[config.mk]
export PLATFORM = sky130hd
export DESIGN_NAME = rvfi_csr_trace_gen_flat
export DESIGN_NICKNAME = d
export VERILOG_FILES = /design/src/rtl/rvfi_csr_trace_pkg.sv /design/src/rtl/rvfi_csr_trace_gen_if.sv /design/src/rtl/rvfi_csr_trace_fifo.sv /design/src/rtl/rvfi_csr_trace_gen.sv /design/src/flat_wrapper.sv
export SDC_FILE = /design/constraint.sdc
export NUM_CORES = 1
export LEC_CHECK = 0
export ABC_AREA = 1
export CAP_MARGIN = 5
export CORE_AREA = 2 2 296 298
export CTS_CLUSTER_DIAMETER = 150
export CTS_CLUSTER_SIZE = 20
export DETAILED_ROUTE_END_ITERATION = 10
export DIE_AREA = 0 0 298 300
export PLACE_DENSITY_LB_ADDON = 0.25
export SYNTH_ARGS = -nofsm -noshare
export SYNTH_HDL_FRONTEND = slang
export SYNTH_HIERARCHICAL = 1
export SYNTH_SLANG_ARGS = --single-unit
[constraint.sdc]
create_clock -name clk -period 36.3 [get_ports clk]
set_clock_uncertainty 0.15 [all_clocks]
set_input_delay 7.26 -clock clk [delete_from_list [all_inputs] [get_ports clk]]
set_output_delay 7.26 -clock clk [all_outputs]
set_load 0.005 [all_outputs]
[src/rtl/rvfi_csr_trace_pkg.sv]
// Shared types for the RVFI CSR trace generator: CSR operation encoding,
// the per-record header kept in the trace FIFO, and a write-enable helper.
package rvfi_csr_trace_pkg;

  localparam logic [1:0] OP_RW = 2'd0;
  localparam logic [1:0] OP_RS = 2'd1;
  localparam logic [1:0] OP_RC = 2'd2;
  localparam logic [1:0] OP_RO = 2'd3;

  localparam int CSR_ADDR_W = 12;
  localparam int ORDER_W    = 64;

  typedef enum logic [1:0] {
    CSR_RW = OP_RW,
    CSR_RS = OP_RS,
    CSR_RC = OP_RC,
    CSR_RO = OP_RO
  } csr_op_e;

  // rmask is always all ones and wmask is either all ones or zero, so a
  // record only needs one write-enable bit instead of two XLEN masks.
  typedef struct packed {
    logic [CSR_ADDR_W-1:0] addr;
    logic                  wen;
    logic [ORDER_W-1:0]    order;
  } trace_hdr_t;

  // Set/clear with a zero operand leave the CSR untouched and trace no write.
  function automatic logic op_writes(csr_op_e op, logic operand_nz);
    logic result;
    result = 1'b0;
    case (op)
      CSR_RW:         result = 1'b1;
      CSR_RS, CSR_RC: result = operand_nz;
      default:        result = 1'b0;
    endcase
    return result;
  endfunction

endpackage

[src/rtl/rvfi_csr_trace_gen_if.sv]
// CSR request channel plus RVFI CSR trace output channel.
interface rvfi_csr_trace_gen_if #(
  parameter int XLEN    = 32,
  parameter int NUM_CSR = 8
);
  localparam int IDX_W = (NUM_CSR > 1) ? $clog2(NUM_CSR) : 1;

  logic             csr_valid;
  logic             csr_ready;
  logic [1:0]       csr_op;
  logic [IDX_W-1:0] csr_idx;
  logic [11:0]      csr_addr;
  logic [XLEN-1:0]  csr_operand;

  logic             rvfi_valid;
  logic             rvfi_ready;
  logic [63:0]      rvfi_order;
  logic [XLEN-1:0]  rvfi_csr_addr;
  logic [XLEN-1:0]  rvfi_csr_rmask;
  logic [XLEN-1:0]  rvfi_csr_wmask;
  logic [XLEN-1:0]  rvfi_csr_rdata;
  logic [XLEN-1:0]  rvfi_csr_wdata;

  // Requester / trace sink side
  modport master (
    output csr_valid, csr_op, csr_idx, csr_addr, csr_operand, rvfi_ready,
    input  csr_ready, rvfi_valid, rvfi_order, rvfi_csr_addr, rvfi_csr_rmask,
           rvfi_csr_wmask, rvfi_csr_rdata, rvfi_csr_wdata
  );

  // Trace generator side
  modport slave (
    input  csr_valid, csr_op, csr_idx, csr_addr, csr_operand, rvfi_ready,
    output csr_ready, rvfi_valid, rvfi_order, rvfi_csr_addr, rvfi_csr_rmask,
           rvfi_csr_wmask, rvfi_csr_rdata, rvfi_csr_wdata
  );
endinterface

[src/rtl/rvfi_csr_trace_fifo.sv]
// Trace record FIFO: combinational head read, push and pop in the same cycle
// allowed even when full. DEPTH must be a power of two so pointers wrap freely.
module rvfi_csr_trace_fifo #(
  parameter int WIDTH = 8,
  parameter int DEPTH = 4
) (
  input  logic             clk,
  input  logic             reset,
  input  logic             push,
  input  logic [WIDTH-1:0] wr_data,
  input  logic             pop,
  output logic [WIDTH-1:0] rd_data,
  output logic             empty,
  output logic             full
);
  localparam int PTR_W = $clog2(DEPTH);
  localparam int CNT_W = PTR_W + 1;

  logic [WIDTH-1:0] mem_q [DEPTH];
  logic [PTR_W-1:0] wr_ptr_q, wr_ptr_d, rd_ptr_q, rd_ptr_d;
  logic [CNT_W-1:0] count_q, count_d;
  logic             do_push, do_pop;

  // Qualify push/pop against occupancy and advance pointers/count.
  always_comb begin
    do_pop   = pop & (count_q != '0);
    do_push  = push & ((count_q != CNT_W'(DEPTH)) | do_pop);
    wr_ptr_d = wr_ptr_q + PTR_W'(do_push);
    rd_ptr_d = rd_ptr_q + PTR_W'(do_pop);
    count_d  = count_q + CNT_W'(do_push) - CNT_W'(do_pop);
  end

  // Pointer and occupancy registers.
  always_ff @(posedge clk or posedge reset) begin
    if (reset) begin
      wr_ptr_q <= '0;
      rd_ptr_q <= '0;
      count_q  <= '0;
    end else begin
      wr_ptr_q <= wr_ptr_d;
      rd_ptr_q <= rd_ptr_d;
      count_q  <= count_d;
    end
  end

  // Storage needs no reset: entries are only visible while occupancy covers them.
  always_ff @(posedge clk) begin
    if (do_push) mem_q[wr_ptr_q] <= wr_data;
  end

  assign rd_data = mem_q[rd_ptr_q];
  assign empty   = (count_q == '0);
  assign full    = (count_q == CNT_W'(DEPTH));
endmodule

[src/rtl/rvfi_csr_trace_gen.sv]
// CSR shadow file that executes RW/RS/RC/RO accesses and emits one RVFI CSR
// trace record per accepted access through an in-order FIFO.
module rvfi_csr_trace_gen
  import rvfi_csr_trace_pkg::*;
#(
  parameter int XLEN    = 32,
  parameter int NUM_CSR = 8,
  parameter int DEPTH   = 4
) (
  input logic                 clk,
  input logic                 reset,
  rvfi_csr_trace_gen_if.slave bus
);
  localparam int HDR_W = $bits(trace_hdr_t);
  localparam int REC_W = HDR_W + 2 * XLEN;

  logic [XLEN-1:0]    shadow_q [NUM_CSR];
  logic [XLEN-1:0]    shadow_d [NUM_CSR];
  logic [ORDER_W-1:0] order_q, order_d;

  csr_op_e         op;
  logic [XLEN-1:0] rdata, wdata;
  logic            wen, push, pop, fifo_full, fifo_empty, csr_ready;
  trace_hdr_t      hdr_in, hdr_out;
  logic [XLEN-1:0] out_rdata, out_wdata;
  logic [REC_W-1:0] rec_in, rec_out;

  // Execute the CSR operation on the pre-update shadow value.
  always_comb begin
    op    = csr_op_e'(bus.csr_op);
    rdata = shadow_q[bus.csr_idx];
    case (op)
      CSR_RW:  wdata = bus.csr_operand;
      CSR_RS:  wdata = rdata | bus.csr_operand;
      CSR_RC:  wdata = rdata & ~bus.csr_operand;
      default: wdata = rdata;
    endcase
    wen       = op_writes(op, |bus.csr_operand);
    pop       = ~fifo_empty & bus.rvfi_ready;
    csr_ready = ~reset & (~fifo_full | pop);
    push      = bus.csr_valid & csr_ready;
    hdr_in    = '{addr: bus.csr_addr, wen: wen, order: order_q};
    rec_in    = {hdr_in, rdata, wdata};
  end

  // Next shadow contents and order counter; the counter wraps at 2^64.
  always_comb begin
    shadow_d = shadow_q;
    order_d  = order_q;
    if (push) begin
      order_d = order_q + 64'd1;
      if (wen) shadow_d[bus.csr_idx] = wdata;
    end
  end

  // Shadow file and order counter registers.
  always_ff @(posedge clk or posedge reset) begin
    if (reset) begin
      for (int i = 0; i < NUM_CSR; i++) shadow_q[i] <= '0;
      order_q <= '0;
    end else begin
      shadow_q <= shadow_d;
      order_q  <= order_d;
    end
  end

  rvfi_csr_trace_fifo #(
    .WIDTH (REC_W),
    .DEPTH (DEPTH)
  ) u_fifo (
    .clk     (clk),
    .reset   (reset),
    .push    (push),
    .wr_data (rec_in),
    .pop     (pop),
    .rd_data (rec_out),
    .empty   (fifo_empty),
    .full    (fifo_full)
  );

  // Unpack the head record; every trace field reads zero while no record is valid.
  always_comb begin
    {hdr_out, out_rdata, out_wdata} = rec_out;
    bus.csr_ready      = csr_ready;
    bus.rvfi_valid     = ~fifo_empty;
    bus.rvfi_order     = '0;
    bus.rvfi_csr_addr  = '0;
    bus.rvfi_csr_rmask = '0;
    bus.rvfi_csr_wmask = '0;
    bus.rvfi_csr_rdata = '0;
    bus.rvfi_csr_wdata = '0;
    if (!fifo_empty) begin
      bus.rvfi_order     = hdr_out.order;
      bus.rvfi_csr_addr  = XLEN'(hdr_out.addr);
      bus.rvfi_csr_rmask = '1;
      bus.rvfi_csr_wmask = hdr_out.wen ? '1 : '0;
      bus.rvfi_csr_rdata = out_rdata;
      bus.rvfi_csr_wdata = out_wdata;
    end
  end
endmodule

[src/flat_wrapper.sv]
// flat-port wrapper written by rule: the top's interface ports become plain ports
module rvfi_csr_trace_gen_flat import rvfi_csr_trace_pkg::*;
#(
  parameter int XLEN    = 32,
  parameter int NUM_CSR = 8,
  parameter int DEPTH   = 4
)
  (clk, reset, bus_csr_valid, bus_csr_op, bus_csr_idx, bus_csr_addr, bus_csr_operand, bus_rvfi_ready, bus_csr_ready, bus_rvfi_valid, bus_rvfi_order, bus_rvfi_csr_addr, bus_rvfi_csr_rmask, bus_rvfi_csr_wmask, bus_rvfi_csr_rdata, bus_rvfi_csr_wdata);
  rvfi_csr_trace_gen_if #(.XLEN(XLEN), .NUM_CSR(NUM_CSR)) bus_i ();
  input logic clk;
  input logic reset;
  input wire logic [$bits(bus_i.csr_valid)-1:0] bus_csr_valid;
  input wire logic [$bits(bus_i.csr_op)-1:0] bus_csr_op;
  input wire logic [$bits(bus_i.csr_idx)-1:0] bus_csr_idx;
  input wire logic [$bits(bus_i.csr_addr)-1:0] bus_csr_addr;
  input wire logic [$bits(bus_i.csr_operand)-1:0] bus_csr_operand;
  input wire logic [$bits(bus_i.rvfi_ready)-1:0] bus_rvfi_ready;
  output wire logic [$bits(bus_i.csr_ready)-1:0] bus_csr_ready;
  output wire logic [$bits(bus_i.rvfi_valid)-1:0] bus_rvfi_valid;
  output wire logic [$bits(bus_i.rvfi_order)-1:0] bus_rvfi_order;
  output wire logic [$bits(bus_i.rvfi_csr_addr)-1:0] bus_rvfi_csr_addr;
  output wire logic [$bits(bus_i.rvfi_csr_rmask)-1:0] bus_rvfi_csr_rmask;
  output wire logic [$bits(bus_i.rvfi_csr_wmask)-1:0] bus_rvfi_csr_wmask;
  output wire logic [$bits(bus_i.rvfi_csr_rdata)-1:0] bus_rvfi_csr_rdata;
  output wire logic [$bits(bus_i.rvfi_csr_wdata)-1:0] bus_rvfi_csr_wdata;
  assign bus_i.csr_valid = bus_csr_valid;
  assign bus_i.csr_op = bus_csr_op;
  assign bus_i.csr_idx = bus_csr_idx;
  assign bus_i.csr_addr = bus_csr_addr;
  assign bus_i.csr_operand = bus_csr_operand;
  assign bus_i.rvfi_ready = bus_rvfi_ready;
  assign bus_csr_ready = bus_i.csr_ready;
  assign bus_rvfi_valid = bus_i.rvfi_valid;
  assign bus_rvfi_order = bus_i.rvfi_order;
  assign bus_rvfi_csr_addr = bus_i.rvfi_csr_addr;
  assign bus_rvfi_csr_rmask = bus_i.rvfi_csr_rmask;
  assign bus_rvfi_csr_wmask = bus_i.rvfi_csr_wmask;
  assign bus_rvfi_csr_rdata = bus_i.rvfi_csr_rdata;
  assign bus_rvfi_csr_wdata = bus_i.rvfi_csr_wdata;
  rvfi_csr_trace_gen #(.XLEN(XLEN), .NUM_CSR(NUM_CSR), .DEPTH(DEPTH)) u_core (.clk(clk), .reset(reset), .bus(bus_i));
endmodule
==> results of run 1 <==
[cells in the mapped netlist, types with 4 or more instances]
cell type	instances	area, µm²
buf_1	24	90.1
nand4_2	4	50.1
nor2_1	268	1010
a21oi_1	141	706
clkbuf_1	88	330
xnor2_1	22	193
o211ai_1	173	1300
buf_6	48	541
buf_2	106	531
nand3b_1	5	37.5
nand4_1	306	1910
inv_1	529	1990
ha_1	8	100
clkbuf_2	9	45.0
o21ai_0	25	125
inv_2	11	41.3
nor2_2	8	50.1
dfrtp_1	327	8180
nand2_1	1621	6080
o21ai_1	137	686
xor2_1	34	298
nand3_1	82	410
buf_4	91	683
clkinv_1	27	101
nor3_1	20	100
edfxtp_1	564	16900
[per-layer routing]
layer	up-vias	share of wire
met5	-	0
met4	0	0.029
met3	157	0.075
met2	1162	0.47
met1	15317	0.42
li1	15228	-
[per-stage QoR]
| step | instances | hold WS [ns] | utilization | power, mW | area [µm²] |
|---|---|---|---|---|---|
| after floorplan | 4713 | 0.299 | - | 2.06 | 42800 |
| after global routing | 5896 | 0.347 | 0.539 | 3.25 | 46500 |
| after detailed placement | 5807 | 0.316 | 0.523 | 2.49 | 45100 |
| final | 5896 | 0.334 | 0.539 | 3.05 | 46500 |
| after CTS | 5896 | 0.337 | 0.539 | 3.08 | 46500 |
| after global placement | 5807 | 0.312 | 0.523 | 2.47 | 45100 |
[worst max-delay path: cells and delay by family]
kind                   cells  cell delay [ns]
buffers and inverters      4             1.69
and+or+nand+nor            1             0.17
[cells by family after synthesis]
logic type      Yosys count
compound gates          479
xor+xnor                 56
fa+ha+maj                 9
buf+inv                 933
flops                   891
other cells               1
simple gates           2325
[worst paths after layout]
check / from / slack, ns / to
max in group asynchronous: reset / 27.39 / u_core/shadow_q[170]
worst max-delay path: reset / 19.71 / bus_csr_ready
min in group asynchronous: reset / 6.96 / u_core/u_fifo/wr_ptr_q[0]
worst min-delay path: u_core/shadow_q[109] / 0.33 / u_core/shadow_q[109]
worst max register to register: u_core/u_fifo/count_q[1] / 31.50 / u_core/shadow_q[199]
worst min register to register: u_core/shadow_q[109] / 0.33 / u_core/shadow_q[109]
[power by group through the flow]
stage / registers (mW) / logic [mW] / clock network, mW
detailed placement: 1.33 / 1.16 / 0
global placement: 1.33 / 1.14 / 0
finish: 1.31 / 1.15 / 0.592
floorplan: 1.31 / 0.749 / 0
CTS: 1.31 / 1.16 / 0.604
global route: 1.33 / 1.28 / 0.640
[area by class of cell]
cell class | instances | area [µm²] | area share
multi-input cells | 2889 | 13400 | 0.287
well taps | 1155 | 1450 | 0.0311
inverters | 567 | 2150 | 0.0462
clock inverters | 3 | 40.0 | 0.000861
clock buffers | 86 | 1410 | 0.0303
flip-flops and latches | 891 | 25100 | 0.540
repair buffers | 305 | 2980 | 0.0640
[registers in the layout, summed over array words and instances, names as in the netlist]
| signal | flops |
|---|---|
| u_core/order_q | 64 |
| u_core/u_fifo/wr_ptr_q | 2 |
| u_core/u_fifo/count_q | 3 |
| u_core/shadow_q | 256 |
| u_core/u_fifo/mem_q | 564 |
| u_core/u_fifo/rd_ptr_q | 2 |
==> results.md, run 1 <==
* Clk pwr share at 0.194
* Rel. slew slack at 0.145
* Worst path slowest cell: clkdlybuf4s50_1
* Critical Path RT at 28.89 ns
* Cell row count at 108
* Status: completed
* Die height at 300 µm
* Setup ws final at 19.71 ns
* Routed Antenna Nets at 0
* Slew Limit Fails at 0
* Combinational Power Share at 0.376
* Post-Route WL at approximately 110000 µm
* Worst path most repeated cell: clkdlybuf4s50_1
* Number of enable flip-flop cells after synthesis at 564
* Nets at 4766
* CTS tree: done
* Async S/R FF share, synth at 0.367
* Internal Power at 1.99 mW
* Die width at 298 µm
* Adder-Cell Fraction of Synth Area at 0.00281
* Type of origin of the critical path: input port
* Final Hold Viols at 0
* Yosys cell types at 38
* Max rail drop VDD at 0.0471 mV
* First-pass GRT wire length at 170000 µm
* Layout cells sized above 1 at 0.0321
* Compound-Gate Fraction of Synth Area at 0.0668
* Fmax at 0.0603 GHz
* Final min period at around 17 ns
* DR vias at 31864
* Critical path endpoint category: primary output
* Initial core utilization at 0.495
* RePlAce Congestion at 0.875
* TritonRoute pass-1 iters at 5
* Initial antenna violation count at 0
* Area grow syn2layout at 8.95%
* Global-route usage over all layers at 0.241
* Post-DR wirelength/cell at around 19 µm
* Postcts setup bufs at 0
* Largest net degree at the start of global routing at ~260
* Number of global-route vias before repair at 29259
* Top_reg_cell synth: edfxtp_1
* Worst-margin pin slew at 1.28 ns
* Worst-path clk slew at approximately 0.07 ns
* Reg power frac at 0.430
* GR Util met2 at 0.399
* Core area at 86200 µm²
* R2R cell count at 11
* H-tree depth at 2
* Switching Share at 0.346
* Overall die area at between 80000 and 90000 µm²
* Most common cell after layout, fill and taps aside: nand2_1
* Crit-path cells: clkdlybuf4s50_1 -> inv_8 -> nand2_1 -> inv_1 -> clkdlybuf4s50_1
* GRT busiest layer: met2
* # IOs at 279
* Period Utilization, post-route at 0.457
* Setup CP Type: in2out
* Largest family of logic cells by synthesized area: simple AND/OR/NAND/NOR gates
* Longest Clk Path Bufs at 3
* Static leakage at 21.1 nW
* Residual DRC at 0
* Hold Path Depth at 2
* Final HPWL DP at 63000 µm
* DR vias/cell at 5.40
* Synth warn at 6
* Initial DRC count at 3443
* Setup Slack @ Placement at 19.56 ns
* Total gr overflow at 0
* CP Data Arrival Time at roughly 9.2 ns
* Fillers at about 8000
* RSZ-0062 raised after global routing: false
* Clock Latency Late Sink at 0.64 ns
* Hold Buf Count CTS at 0
* Synthesized netlist cell count at 4694
* Sequential share of the synthesized area at 0.589
* Final setup fails at 0
* Syn Area/Cell at 9.09 µm²
* PwrDens at 65.6 nW/µm²
* Proportion of synthesized area in mux cells at 0
* Net Switching at 1.06 mW
* Hold Path Class: reg2reg
* Synthesized cell area at 42700 µm²
* Commonest cells after routing, fill and taps aside: 1621 x nand2_1, 564 x edfxtp_1, 525 x inv_1, 325 x dfrtp_1, 306 x nand4_1
* Setup TNS at 0 ns
* Total CTS buffers at 50
* Port bufs at 258
* M3 GR Usage at 0.0376
* Sink Count at 891
* Synth Area in XOR/XNOR at 0.0115
* Root buffer cell: clkbuf_16
* Slowest stage delay, CP at 0.56 ns
* Simple-Gate Fraction of Synth Area at 0.228
* CP max FO at roughly 100
* Met1 Use GR at 0.330
* Max-cap violations at 0
* CTS resizes at 0
* Number of synthesized register bits at 891
* Ant. Diodes at 0
No activity file was read; power rests on OpenSTA's default activity.
==> run 2, diff against run 1 <==
clock period = 16.6 ns   (was 36.3 ns; I/O delays follow)
==> results.md, run 2 (synthesis gave the netlist of run 1 again) <==
* Status: completed
* Type of origin of the critical path: register
* Initial antenna violation count at 1
* Slew Limit Fails at 0
* Die width at 298 µm
* H-tree depth at 2
* Longest Clk Path Bufs at 3
* Initial DRC count at between 3000 and 4000
* Static leakage at 21.1 nW
* Setup TNS at 0 ns
* CTS tree: done
* Hold Worst Slack at 0.334 ns
* Worst-margin pin slew at 1.50 ns
* Number of global-route vias before repair at 29345
* Layout cells sized above 1 at 0.0331
* Max-cap violations at 0
* # IOs at between 200 and 300
* Commonest cells after routing, fill and taps aside: 1621 x nand2_1, 564 x edfxtp_1, 525 x inv_1, 325 x dfrtp_1, 306 x nand4_1
* Placed Area at roughly 45000 µm²
* Top flop regs: u_core/u_fifo/mem_q: 564 flops, u_core/shadow_q: 256 flops, u_core/order_q: 64 flops
* CP max FO at around 110
* Initial core utilization at 0.495
* Fmax at 0.115 GHz
* CP Data Arrival Time at 5.20 ns
* Final instance area at 46500 µm²
* Most common cell after layout, fill and taps aside: nand2_1
* CTS resizes at 0
* Overall die area at 89400 µm²
* Postcts setup bufs at 0
* Inst Count DP at 5813
* Period Utilization, post-route at 0.522
* DR vias at 31942
* Total gr overflow at 0
* Worst-path clk slew at 0.09 ns
* RePlAce Congestion at about 0.86
* Post-DR wirelength/cell at 18.7 µm
* RSZ-0062 raised after global routing: false
* First-pass GRT wire length at ~170000 µm
* Die height at approximately 300 µm
* Port bufs at approximately 260
* Critical path endpoint category: primary output
* Largest net degree at the start of global routing at 261
* Max reg flops at 564
* Cell row count at about 110
* Layout Cells excl Fill at 5903
* Largest Register: u_core/u_fifo/mem_q
* Root buffer cell: clkbuf_16
* DR vias/cell at 5.41
* Hold Buf Count CTS at 0
* Rel. slew slack at 0.00280
* Final HPWL DP at 64900 µm
* Area grow syn2layout at 9.04%
* Routed Antenna Nets at 0
* Setup ws final at about 7.9 ns
* Final Power at approximately 6.7 mW
* Sink Count at 891
* Final min period at 8.67 ns
* Nets at 4772
* Final setup fails at 0
* Final Hold Viols at 0
* Total CTS buffers at 50
* Core area at 86200 µm²
* Setup CP Type: reg2out
* Utilization after layout at 0.540
* Setup Slack @ Placement at 8.25 ns
* Post-Route WL at 110000 µm
* Residual DRC at 0
* PwrDens at 143 nW/µm²
* Clock Latency Late Sink at approximately 0.64 ns
* Ant. Diodes at 0
* Max rail drop VDD at 0.140 mV
* Critical Path RT at around 13 ns
* TritonRoute pass-1 iters at 6
* Global-route usage over all layers at 0.242
* Flop2flop setup slack at around 12 ns
* Hold Path Class: reg2reg
[run 2: cell types whose count changed in the layout (fill, tap and decap cells not counted), sizes merged]
| cell | previous run | this run |
|---|---|---|
| buf | 50 | 56 |
| clkbuf | 86 | 87 |
| clkinv | 27 | 30 |
| clkinvlp | 0 | 1 |
| inv | 543 | 539 |
[run 2: worst paths after layout]
| kind | depth (start not counted) | to | start |
|---|---|---|---|
| setup / recovery | 8 | bus_rvfi_order[43] | u_core/u_fifo/rd_ptr_q[0] |
| hold / removal | 2 | u_core/shadow_q[45] | u_core/shadow_q[45] |
| setup reg to reg | 10 | u_core/u_fifo/mem_q[3][38] | u_core/u_fifo/count_q[1] |
| hold reg to reg | 2 | u_core/shadow_q[45] | u_core/shadow_q[45] |
| max in group asynchronous | 4 | u_core/shadow_q[45] | reset |
| min in group asynchronous | 2 | u_core/u_fifo/rd_ptr_q[0] | reset |
[run 2: cell type report]
cell class,count,area (µm²)
Clock inverter,3,43.8
Clock buffer,87,1410
Fill cell,7715,39700
Multi-Input combinational cell,2889,13300
Tap cell,1155,1450
Sequential cell,891,25100
Inverter,567,2150
Timing Repair Buffer,311,3020
[run 2: power by group]
| group | leakage, nW | internal, mW | total [mW] | switching [mW] |
|---|---|---|---|---|
| sequential | 9.65 | 2.68 | 2.87 | 0.181 |
| clock | 0.691 | 0.583 | 1.30 | 0.713 |
| combinational | 10.8 | 1.09 | 2.52 | 1.42 |
| total | 21.1 | 4.36 | 6.68 | 2.32 |
[run 2: worst max-delay path, cell delays in order, from the launching register on]
cell and delay, ns:
dfrtp_4 1.07, buf_4 0.78, buf_4 0.88, buf_4 0.70
o211ai_1 0.19, nand2_1 0.13, inv_1 0.05, nor2_1 0.09
clkdlybuf4s50_1 0.51
[run 2: per-layer routing]
layer | routed length (µm) | vias to the layer above | track usage
li1 | - | 15255 | -
met1 | 45700 | 15244 | 0.325
met5 | 12 | - | 0
met4 | 3910 | 2 | 0.0857
met2 | 51200 | 1245 | 0.395
met3 | 9400 | 196 | 0.0452
